===== config.mk =====
export PLATFORM = sky130hd
export DESIGN_NAME = fetch_queue_flat
export DESIGN_NICKNAME = d
export VERILOG_FILES = /design/src/rtl/fetch_queue_pkg.sv /design/src/rtl/fetch_queue_if.sv /design/src/rtl/fetch_queue_ptr.sv /design/src/rtl/fetch_queue.sv /design/src/flat_wrapper.sv
export SDC_FILE = /design/constraint.sdc
export NUM_CORES = 1
export LEC_CHECK = 0
export BUFFER_PORTS_ARGS = -buffer_cell sky130_fd_sc_hd__buf_2
export CAP_MARGIN = 25
export CORE_ASPECT_RATIO = 0.7
export CORE_MARGIN = 3
export CORE_UTILIZATION = 53
export CTS_CLUSTER_SIZE = 28
export DETAILED_ROUTE_END_ITERATION = 10
export GPL_TIMING_DRIVEN = 0
export PLACE_DENSITY_LB_ADDON = 0.25
export RECOVER_POWER = 100
export SETUP_SLACK_MARGIN = 0.15
export SKIP_CTS_REPAIR_TIMING = 1
export SYNTH_ARGS = -nofsm -noshare
export SYNTH_HDL_FRONTEND = slang
export SYNTH_SLANG_ARGS = --single-unit

===== constraint.sdc =====
create_clock -name clk -period 4.1 [get_ports clk]
set_clock_uncertainty 0.05 [all_clocks]
set_input_delay 0.82 -clock clk [delete_from_list [all_inputs] [get_ports clk]]
set_output_delay 0.82 -clock clk [all_outputs]
set_load 0.03 [all_outputs]

===== src/rtl/fetch_queue_pkg.sv =====
// Shared types and constants for the instruction-fetch prefetch queue.
// No ports. Exposes XLEN/ILEN, the NOP encoding, the FSM state type and
// the queue entry layout.
package fetch_queue_pkg;

  localparam int unsigned XLEN = 64;
  localparam int unsigned ILEN = 32;

  // addi x0, x0, 0
  localparam logic [ILEN-1:0] NOP_INSTR = 32'h00000013;

  typedef enum logic {
    FQ_RUN   = 1'b0,
    FQ_FLUSH = 1'b1
  } fq_state_t;

  typedef struct packed {
    logic [XLEN-1:0] pc;
    logic [ILEN-1:0] instr;
    logic            filled;
  } fq_entry_t;

endpackage


===== src/rtl/fetch_queue_if.sv =====
// Bus bundle between the fetch queue, instruction memory, branch
// resolution and the ID stage.
//   master : fetch queue side (drives imem request and id_* outputs)
//   slave  : environment side (memory, redirect source, ID stage)
interface fetch_queue_if;

  logic                               imem_req_valid;
  logic                               imem_req_ready;
  logic [fetch_queue_pkg::XLEN-1:0]   imem_req_addr;
  logic                               imem_rsp_valid;
  logic [fetch_queue_pkg::ILEN-1:0]   imem_rsp_data;
  logic                               redirect_valid;
  logic [fetch_queue_pkg::XLEN-1:0]   redirect_pc;
  logic                               id_valid;
  logic                               id_ready;
  logic [fetch_queue_pkg::XLEN-1:0]   id_pc;
  logic [fetch_queue_pkg::ILEN-1:0]   id_instr;

  modport master (
    output imem_req_valid, imem_req_addr, id_valid, id_pc, id_instr,
    input  imem_req_ready, imem_rsp_valid, imem_rsp_data,
           redirect_valid, redirect_pc, id_ready
  );

  modport slave (
    input  imem_req_valid, imem_req_addr, id_valid, id_pc, id_instr,
    output imem_req_ready, imem_rsp_valid, imem_rsp_data,
           redirect_valid, redirect_pc, id_ready
  );

endinterface


===== src/rtl/fetch_queue_ptr.sv =====
// Queue pointer with wrap bit.
//   clk, rst : clock, synchronous active-low reset
//   i_clr    : return pointer to zero (wins over i_inc)
//   i_inc    : advance by one, wrapping through the extra MSB
//   o_ptr    : current pointer value
module fetch_queue_ptr #(
  parameter int unsigned W = 3
) (
  input  logic         clk,
  input  logic         rst,
  input  logic         i_clr,
  input  logic         i_inc,
  output logic [W-1:0] o_ptr
);

  logic [W-1:0] r_ptr;

  always_ff @(posedge clk) begin
    if (!rst) begin
      r_ptr <= '0;
    end else if (i_clr) begin
      r_ptr <= '0;
    end else if (i_inc) begin
      r_ptr <= r_ptr + W'(1);
    end
  end

  assign o_ptr = r_ptr;

endmodule


===== src/rtl/fetch_queue.sv =====
// Instruction-fetch front end: DEPTH-entry prefetch queue between iMem and ID.
//   clk, rst : clock, synchronous active-low reset
//   bus      : fetch_queue_if.master (imem request/response, redirect, ID handshake)
// Optional feature: define FETCHQ_BYPASS_EN to forward a response straight to
// ID when it lands on an empty head entry (one cycle less fetch-to-decode).
module fetch_queue
  import fetch_queue_pkg::*;
#(
  parameter int unsigned     DEPTH    = 4,
  parameter logic [XLEN-1:0] RESET_PC = '0
) (
  input logic           clk,
  input logic           rst,
  fetch_queue_if.master bus
);

  localparam int unsigned AW = $clog2(DEPTH);
  localparam int unsigned PW = AW + 1;

  fq_entry_t       r_entry [DEPTH];
  logic [XLEN-1:0] r_pc;
  fq_state_t       r_state;
  fq_state_t       w_state_nxt;
  logic [PW-1:0]   r_stale_cnt;
  logic [PW-1:0]   w_stale_nxt;

  logic [PW-1:0]   w_head, w_fill, w_tail;
  logic [PW-1:0]   w_used;
  logic [PW-1:0]   w_outstanding;
  logic [AW-1:0]   w_head_idx, w_fill_idx, w_tail_idx;
  fq_entry_t       w_head_ent;
  logic [XLEN-1:0] w_redir_pc;
  logic            w_req_valid, w_issue, w_rsp_run, w_byp, w_id_valid, w_deq;
  logic            w_fill_write;

  assign w_used     = w_tail - w_head;
  assign w_head_idx = w_head[AW-1:0];
  assign w_fill_idx = w_fill[AW-1:0];
  assign w_tail_idx = w_tail[AW-1:0];
  assign w_head_ent = r_entry[w_head_idx];
  assign w_redir_pc = bus.redirect_pc & ~XLEN'(3);

  // Issue is held off during reset so nothing is requested before state is valid.
  assign w_req_valid = rst && (r_state == FQ_RUN) && (w_used < PW'(DEPTH))
                       && !bus.redirect_valid;
  assign w_issue     = w_req_valid && bus.imem_req_ready;
  assign w_rsp_run   = (r_state == FQ_RUN) && bus.imem_rsp_valid;

`ifdef FETCHQ_BYPASS_EN
  // Response belongs to the head entry: present it to ID in the same cycle.
  assign w_byp = w_rsp_run && !w_head_ent.filled && (w_head == w_fill);
`else
  assign w_byp = 1'b0;
`endif

  assign w_id_valid   = w_head_ent.filled || w_byp;
  assign w_deq        = w_id_valid && bus.id_ready;
  // A bypassed response consumed by ID never needs to be stored.
  assign w_fill_write = w_rsp_run && !(w_byp && bus.id_ready);

  assign bus.imem_req_valid = w_req_valid;
  assign bus.imem_req_addr  = r_pc;
  assign bus.id_valid       = w_id_valid;
  assign bus.id_pc          = w_head_ent.pc;
  assign bus.id_instr       = !w_id_valid ? NOP_INSTR
                            : (w_byp ? bus.imem_rsp_data : w_head_ent.instr);

  // Pointers; redirect clears all three regardless of same-cycle activity.
  fetch_queue_ptr #(.W(PW)) u_head (
    .clk(clk), .rst(rst), .i_clr(bus.redirect_valid), .i_inc(w_deq), .o_ptr(w_head)
  );
  fetch_queue_ptr #(.W(PW)) u_fill (
    .clk(clk), .rst(rst), .i_clr(bus.redirect_valid), .i_inc(w_rsp_run), .o_ptr(w_fill)
  );
  fetch_queue_ptr #(.W(PW)) u_tail (
    .clk(clk), .rst(rst), .i_clr(bus.redirect_valid), .i_inc(w_issue), .o_ptr(w_tail)
  );

  // In FLUSH the queue is empty, so the stale counter is the only in-flight record.
  assign w_outstanding = (r_state == FQ_FLUSH) ? r_stale_cnt : (w_tail - w_fill);

  // FSM next state and stale-response accounting.
  always_comb begin
    w_state_nxt = r_state;
    w_stale_nxt = r_stale_cnt;
    if (bus.redirect_valid) begin
      w_stale_nxt = w_outstanding - PW'(bus.imem_rsp_valid);
      w_state_nxt = (w_stale_nxt == '0) ? FQ_RUN : FQ_FLUSH;
    end else begin
      case (r_state)
        FQ_FLUSH: begin
          if (bus.imem_rsp_valid) begin
            w_stale_nxt = r_stale_cnt - PW'(1);
            if (r_stale_cnt == PW'(1)) begin
              w_state_nxt = FQ_RUN;
            end
          end
        end
        default: begin
          w_state_nxt = r_state;
        end
      endcase
    end
  end

  // FSM state register.
  always_ff @(posedge clk) begin
    if (!rst) begin
      r_state     <= FQ_RUN;
      r_stale_cnt <= '0;
    end else begin
      r_state     <= w_state_nxt;
      r_stale_cnt <= w_stale_nxt;
    end
  end

  // Fetch PC.
  always_ff @(posedge clk) begin
    if (!rst) begin
      r_pc <= RESET_PC;
    end else if (bus.redirect_valid) begin
      r_pc <= w_redir_pc;
    end else if (w_issue) begin
      r_pc <= r_pc + XLEN'(4);
    end
  end

  // Entry storage; filled is cleared on dequeue so an empty head never reads valid.
  always_ff @(posedge clk) begin
    if (!rst) begin
      for (int i = 0; i < int'(DEPTH); i++) begin
        r_entry[i] <= '{pc: '0, instr: NOP_INSTR, filled: 1'b0};
      end
    end else if (bus.redirect_valid) begin
      for (int i = 0; i < int'(DEPTH); i++) begin
        r_entry[i].filled <= 1'b0;
      end
    end else begin
      if (w_issue) begin
        r_entry[w_tail_idx].pc     <= r_pc;
        r_entry[w_tail_idx].filled <= 1'b0;
      end
      if (w_fill_write) begin
        r_entry[w_fill_idx].instr  <= bus.imem_rsp_data;
        r_entry[w_fill_idx].filled <= 1'b1;
      end
      if (w_deq) begin
        r_entry[w_head_idx].filled <= 1'b0;
      end
    end
  end

  // Responses can only return for requests that are still outstanding.
  a_rsp_outstanding: assert property (@(posedge clk) disable iff (!rst)
    !(w_rsp_run && (w_fill == w_tail)));

endmodule


===== src/flat_wrapper.sv =====
// flat-port wrapper written by rule: the top's interface ports become plain ports
module fetch_queue_flat import fetch_queue_pkg::*;
#(
  parameter int unsigned     DEPTH    = 4,
  parameter logic [XLEN-1:0] RESET_PC = '0
)
  (clk, rst, bus_imem_req_valid, bus_imem_req_addr, bus_id_valid, bus_id_pc, bus_id_instr, bus_imem_req_ready, bus_imem_rsp_valid, bus_imem_rsp_data, bus_redirect_valid, bus_redirect_pc, bus_id_ready);
  fetch_queue_if bus_i ();
  input logic clk;
  input logic rst;
  output wire logic [$bits(bus_i.imem_req_valid)-1:0] bus_imem_req_valid;
  output wire logic [$bits(bus_i.imem_req_addr)-1:0] bus_imem_req_addr;
  output wire logic [$bits(bus_i.id_valid)-1:0] bus_id_valid;
  output wire logic [$bits(bus_i.id_pc)-1:0] bus_id_pc;
  output wire logic [$bits(bus_i.id_instr)-1:0] bus_id_instr;
  input wire logic [$bits(bus_i.imem_req_ready)-1:0] bus_imem_req_ready;
  input wire logic [$bits(bus_i.imem_rsp_valid)-1:0] bus_imem_rsp_valid;
  input wire logic [$bits(bus_i.imem_rsp_data)-1:0] bus_imem_rsp_data;
  input wire logic [$bits(bus_i.redirect_valid)-1:0] bus_redirect_valid;
  input wire logic [$bits(bus_i.redirect_pc)-1:0] bus_redirect_pc;
  input wire logic [$bits(bus_i.id_ready)-1:0] bus_id_ready;
  assign bus_imem_req_valid = bus_i.imem_req_valid;
  assign bus_imem_req_addr = bus_i.imem_req_addr;
  assign bus_id_valid = bus_i.id_valid;
  assign bus_id_pc = bus_i.id_pc;
  assign bus_id_instr = bus_i.id_instr;
  assign bus_i.imem_req_ready = bus_imem_req_ready;
  assign bus_i.imem_rsp_valid = bus_imem_rsp_valid;
  assign bus_i.imem_rsp_data = bus_imem_rsp_data;
  assign bus_i.redirect_valid = bus_redirect_valid;
  assign bus_i.redirect_pc = bus_redirect_pc;
  assign bus_i.id_ready = bus_id_ready;
  fetch_queue #(.DEPTH(DEPTH), .RESET_PC(RESET_PC)) u_core (.clk(clk), .rst(rst), .bus(bus_i));
endmodule

==> results of run 1 <==
-- layout make-up --
type | instances | area, µm² | area share, %
clock inverters | 18 | 170 | 0.694
plain buffers | 141 | 559 | 2.28
flip-flops and latches | 457 | 12900 | 52.6
well taps | 527 | 659 | 2.69
diodes | 5 | 12.5 | 0.0510
clock buffers | 62 | 1250 | 5.10
repair buffers | 266 | 1250 | 5.11
inverters | 22 | 82.6 | 0.337
multi-input cells | 995 | 7630 | 31.1
-- state kept, by name, indices dropped and copies added (netlist names), named ones only --
signal and cells:
u_core.r_entry 380, u_core.bus.imem_req_addr 62, u_core.r_stale_cnt 3, u_core.u_fill.o_ptr 3
u_core.u_head.o_ptr 3, u_core.u_tail.o_ptr 3, u_core.r_state 1
-- stage by stage --
step	setup TNS, ps	instance area (µm²)	util, %
2_1_floorplan	0	21100	-
3_3_place_gp	-445030	23100	59.4
3_5_place_dp	-219280	23300	60.0
4_1_cts	-94050	24800	63.6
5_1_grt	0	24500	63.1
6_report	0	24500	63.1
-- metal layers --
layer | global-route usage (%) | up-vias | part of all wire (%)
li1 | - | 6716 | -
met1 | 42.4 | 7646 | 40
met2 | 45.5 | 901 | 46
met3 | 7.74 | 136 | 12
met4 | 10.2 | 0 | 3.1
met5 | 0 | - | 0
-- placed cells by master, fill, tap and decap left out, types with 5 or more instances in the layout --
| master | instances |
|---|---|
| clkbuf_8 | 6 |
| mux2i_1 | 7 |
| nor3_1 | 23 |
| clkinv_1 | 7 |
| edfxtp_1 | 376 |
| xor2_1 | 12 |
| nand2_1 | 64 |
| ha_1 | 19 |
| diode_2 | 5 |
| xnor2_1 | 22 |
| o21ai_0 | 36 |
| nand3_1 | 33 |
| or3_1 | 8 |
| or4_1 | 6 |
| clkbuf_2 | 13 |
| o22ai_1 | 7 |
| and2_1 | 81 |
| a21oi_1 | 53 |
| and3_1 | 232 |
| nor4_1 | 20 |
| a31oi_1 | 13 |
| dfxtp_1 | 81 |
| nor2_1 | 81 |
| buf_2 | 108 |
| clkbuf_16 | 45 |
| mux4_2 | 95 |
| o211ai_1 | 5 |
| nand2b_1 | 22 |
| o31ai_1 | 5 |
| and2_0 | 67 |
| nand4_1 | 25 |
| inv_1 | 22 |
| clkbuf_1 | 285 |
-- critical path: stages --
cell and delay, ps:
clkbuf_1 340, nand2b_1 270, nor3b_1 340, mux2_4 390, nand2_1 170, clkbuf_1 430, nand2_2 670, buf_6 470
-- worst min path at each step --
stage,startpoint,end,slack (ps),cells after the start
2_1_floorplan,u_core.u_head.o_ptr[1],register,430,2
3_3_place_gp,u_core.bus.imem_req_addr[14],u_core.bus.imem_req_addr[14],460,2
3_5_place_dp,u_core.r_entry[1][0],u_core.r_entry[1][0],460,2
4_1_cts,bus_redirect_pc[29],u_core.bus.imem_req_addr[29],410,2
5_1_grt,bus_redirect_pc[29],u_core.bus.imem_req_addr[29],420,2
6_report,bus_redirect_pc[29],u_core.bus.imem_req_addr[29],420,2
-- cells by family after synthesis --
| family | share of synthesized area [%] |
|---|---|
| and+or+nand+nor | 18.1 |
| DFF | 61.1 |
| buffers and inverters | 3.02 |
| AOI/OAI and AO/OA | 4.47 |
| muxes | 10.6 |
| xor gates and xnor gates | 1.41 |
| adders and majority gates | 1.22 |
| other | 0.0178 |
-- where the power goes --
group	leakage, nW	switching [mW]	internal, mW	total (mW)
registers	4.52	0.130	5.20	5.33
logic	4.00	0.630	0.259	0.889
clock network	0.693	1.77	2.32	4.09
==> results.cfg, run 1 <==
[logic_synthesis]
synth-seq-area-share_pct = 61.1
yosys.area.top_type = edfxtp_1
ys_ff_latch = 457
synth_most_common_cell = edfxtp_1
synth_top_area_share_pct = 53.5
synth_common_cells = edfxtp_1, and3_1, and2_1
yosysUniqueCellTypes = 57
synth.avg_cell_area_um2 = 13.1
synth_edf_count = 376
syn_area_um2 = 21100
synth_ff_type = edfxtp_1
synthArstFlopShare_pct = 0
yosys_warnings = 0
synthCells = 1613
ys_top_cells_by_area = edfxtp_1, mux4_2, dfxtp_1

[timing]
hold_viol_final = 0
setup_viol = 0
rsz0062_at_grt = no
whs_ps = 424
timing.slew.headroom_pct = 16.8
fin_ws_ps = 264
worst_pin_slew_ps = 1250
drv_slew = 0
min_period_over_period_pct = 93.6
clock.fmax_ghz = 0.261
finalCriticalPeriod_ps = 3840

[floorplan]
num_rows = 60
core_um2 = 38900
die_w_um = 245
dieArea_um2 = 42300
io_pins = 264
start_util_pct = 54.3
die_y_um = 173

[worst_setup_path]
critical_path.startpoint = rst
cp-start-kind = input pin
worstPathArrival_ps = 3980
worst-path-max-fanout = 39
r2r_end = u_core.r_entry[2][92]
path_class = input pin to register
worstSetupEndpointType = register
worstPathRequired_ps = 4240
rr_worst_depth = 9
rrSetupSlack_ps = 310
r2r-start = u_core.u_head.o_ptr[1]
crit_end = u_core.r_entry[3][80]

[global_routing]
grt_overflow_total = 0
grt_pass1_vias = 15400
grt_start_max_net_pins = 40
antenna_found_initial = 5
grt_pass1_wl_um = 95600
grt.total_usage_pct = 29.9

[detailed_routing]
ant_nets = 0
drt_wl_total_um = 63900
wire_per_inst_um = 25.6
drc = 0
viasPerCell = 6.18
drtIter0Drc = 1908
drt_first_pass_iters = 7
vias = 15400

[cells_and_area]
n_fill_cell = 3120
drive_gt1_share_pct = 15.2
instances_no_fill = 2493
nNetsFinal = 2049
area_growth_pct = 16.1

[power_and_ir_drop]
power_mw = 10.3
power_leakage_nw = 9.21
worst_ir_drop_vdd_mv = 0.290
power_density_nw_per_um2 = 420

[clocking]
cts_made_buffers = 44
htree_levels = 2
clock-root-buffer = clkbuf_16
clock_latency_ps = 570
cts_sinks = 457
clk_path_buf_depth = 3
clk_pin_slew_ps = 60
cts_tree = yes

[placement]
place_ws_ps = -1140
numPortBuffers = 256
gp_congestion = 0.978
dp_hpwl_um = 43900
place_inst = 2408

[min_path]
worstHoldPathType = input pin to register

[flow_run]
maxCapViolations = 0

[outcome]
outcome = complete, no violations
Note: power is estimated with default switching activity, not from simulation.
==> inputs of run 2 (changes only) <==
--- a/config.mk
+++ b/config.mk
@@ -19,4 +19,5 @@
 export SKIP_CTS_REPAIR_TIMING = 1
 export SYNTH_ARGS = -nofsm -noshare
 export SYNTH_HDL_FRONTEND = slang
+export SYNTH_HIERARCHICAL = 1
 export SYNTH_SLANG_ARGS = --single-unit
==> run 2 against run 1 <==
The flow now finishes with violations (max-capacitance violations, max-slew violations); setup slack worse by 37 ps; die area down 0.87%; sequential power is essentially flat; combinational power down 1%; hold slack gained 13 ps; via count shrank 5.0%; count of clock-buffer cells in the layout is 1 lower; routed wire length decreased by 6.3%; maximum frequency decreased by 0.96%; synthesized area down 0.89%; critical path depth fell by 1; critical endpoint is now u_core/bus.imem_req_addr[58]; largest power group unchanged.
==> results.cfg, run 2 <==
[worst_setup_path]
worstPathArrival_ps = 4240
cp-start-kind = register
crit_chain = ha_1 > nand2_1 > nor3_1 > nand4_4 > or2_0 > or4_1 > mux2i_1
rrSetupSlack_ps = 230
r2r-start = u_core/bus.imem_req_addr[3]
r2r_end = u_core/bus.imem_req_addr[58]
cpPeakStageDelay_ps = 1210
worst-path-max-fanout = 10
cpMaxStageDelayCell = nor3_1
path_class = register to register
worstSetupEndpointType = register
worstPathRequired_ps = 4460
rr_worst_depth = 7

[logic_synthesis]
synth-seq-area-share_pct = 61.5
synthArstFlopShare_pct = 0
syn_area_um2 = 20900
ys_ff_latch = 455
yosys.area.top_type = edfxtp_1
ys_top_cells_by_area = edfxtp_1, and2_1, mux4_2
synth.avg_cell_area_um2 = 13.4
synth_common_cells = edfxtp_1, and2_1, mux4_2
yosys_warnings = 6
synth_edf_count = 376
synth_ff_type = edfxtp_1
yosysUniqueCellTypes = 63
synth_top_area_share_pct = 53.9
synth_most_common_cell = edfxtp_1
synthCells = 1563

[power_and_ir_drop]
swShare_pct = 23.5
worst_ir_drop_vdd_mv = 0.307
clkPwrFrac_pct = 40.5
pwr-share-comb_pct = 8.5
power_mw = 10.4
power_leakage_nw = 8.57
p_seq_share_pct = 51.1
intPower_mw = 7.96
power_density_nw_per_um2 = 424
p_switching_mw = 2.45

[global_routing]
grt_pass1_wl_um = 89000
antenna_found_initial = 5
grt.total_usage_pct = 28.3
grt_pass1_vias = 14500
grt_start_max_net_pins = 57
grt_overflow_total = 0

[detailed_routing]
drc = 0
drtIter0Drc = 1742
viasPerCell = 5.98
wire_per_inst_um = 24.4
vias = 14600
drt_wl_total_um = 59800
drt_first_pass_iters = 6
ant_nets = 0

[cells_and_area]
area_growth_pct = 17.3
nNetsFinal = 1999
layout_commonest_cell = edfxtp_1
drive_gt1_share_pct = 20.1
largest_register = u_core/r_entry
largest_reg_flops = 380
fin_area_um2 = 24600
mostFrequentLayoutCells = edfxtp_1, and2_0, clkbuf_1

[outcome]
violations = max-capacitance violations, max-slew violations
outcome = complete, but fails checks

[min_path]
min_path_cells = 3
holdCritStartpoint = bus_redirect_pc[38]
worstHoldPathType = input pin to register
hold_end = u_core/bus.imem_req_addr[38]

[clocking]
clock_latency_ps = 560
clk_path_buf_depth = 3
cts_made_buffers = 43
htree_levels = 2
cts_tree = yes
cts_sinks = 455
clk_pin_slew_ps = 70
clock-root-buffer = clkbuf_16

[timing]
timing.slew.headroom_pct = -15.5
setup_viol = 0
drv_slew = 24
hold_viol_final = 0
worst_pin_slew_ps = 1720
finalCriticalPeriod_ps = 3870
rsz0062_at_grt = no
min_period_over_period_pct = 94.5
clock.fmax_ghz = 0.258

[floorplan]
core_um2 = 38700
dieArea_um2 = 41900
start_util_pct = 54.1
io_pins = 264
die_w_um = 244
die_y_um = 172
num_rows = 60

[placement]
place_area_um2 = 23200
numPortBuffers = 257
gp_congestion = 0.891
dp_hpwl_um = 41400

[flow_run]
maxCapViolations = 2
==> run 2: cell count changes after synthesis, moves of 11 or more <==
cell / before / now
xnor2_1: 22 / 33
buf_2: 5 / 19
clkbuf_1: 120 / 76
and2_1: 148 / 343
and3_1: 232 / 12
nand2_1: 68 / 55
nor4_1: 20 / 34
==> run 2: layout make-up <==
class,instances,area (µm²)
Fill cell,3057,14100
Antenna cell,2,5.00
Clock inverter,17,238
Tap cell,527,659
Multi-Input combinational cell,973,7560
Clock buffer,61,1250
Buffer,112,488
Inverter,26,97.6
Sequential cell,455,12900
Timing Repair Buffer,275,1380
==> run 2: critical path, delay by kind of cell (launching register included) <==
kind / cells / cell delay [ps]
flip-flops: 1 / 520
AND/OR/NAND/NOR: 5 / 2730
multiplexers: 1 / 130
adder cells (fa/ha/maj): 1 / 310
==> run 2: worst max-delay path by stage <==
| stage | startpoint | end | slack, ps | cells after the start |
|---|---|---|---|---|
| after global placement | bus_redirect_valid | u_core/r_entry[3][23] | -2670 | 5 |
| after global routing | u_core/u_head/o_ptr[1] | u_core/r_entry[2][95] | 80 | 11 |
| after detailed placement | u_core/u_head/o_ptr[1] | u_core/r_entry[0][51] | -840 | 12 |
| after CTS | u_core/u_head/o_ptr[1] | u_core/r_entry[0][47] | -850 | 12 |
| after floorplan | bus_redirect_valid | u_core/r_entry[2][10] | -190 | 4 |
| final | u_core/bus.imem_req_addr[3] | u_core/bus.imem_req_addr[58] | 230 | 7 |
==> run 2: metal layers <==
metal  vias up  part of all wire [%]  GRT usage, %  wire length (µm)
met4         2                   2.9          9.73              1730
met2       850                    45          42.4             26600
li1       6411                     -             -                 -
met5         -                 0.013             0                 8
met3       118                    12          7.91              6950
met1      7255                    41          40.4             24500
==> run 2: logic make-up after synthesis <==
family | Yosys count | share of synthesized area (%)
and+or+nand+nor | 658 | 18.1
AOI/OAI and AO/OA | 150 | 4.38
muxes | 106 | 10.8
buffers and inverters | 138 | 2.70
other | 1 | 0.0179
xor gates and xnor gates | 44 | 1.84
DFF | 455 | 61.5
adders and majority gates | 11 | 0.693
==> run 2: through the flow <==
stage | setup TNS, ps | utilization (%) | setup slack (ps) | instances | hold WS (ps)
2_1_floorplan | -12210 | - | -191 | 1566 | 416
6_report | 0 | 63.5 | 227 | 2448 | 436
3_5_place_dp | -161870 | 60.0 | -843 | 2363 | 467
4_1_cts | -178930 | 63.9 | -853 | 2441 | 427
3_3_place_gp | -635720 | 59.2 | -2670 | 2350 | 431
5_1_grt | 0 | 63.5 | 82.7 | 2448 | 438
==> run 2: power by group through the flow <==
stage,clock network [mW],registers [mW],logic (mW)
5_1_grt,4.46,5.33,0.930
2_1_floorplan,0,5.44,0.462
3_5_place_dp,0,5.41,0.888
3_3_place_gp,0,5.41,0.844
6_report,4.21,5.31,0.880
4_1_cts,4.28,5.31,0.891
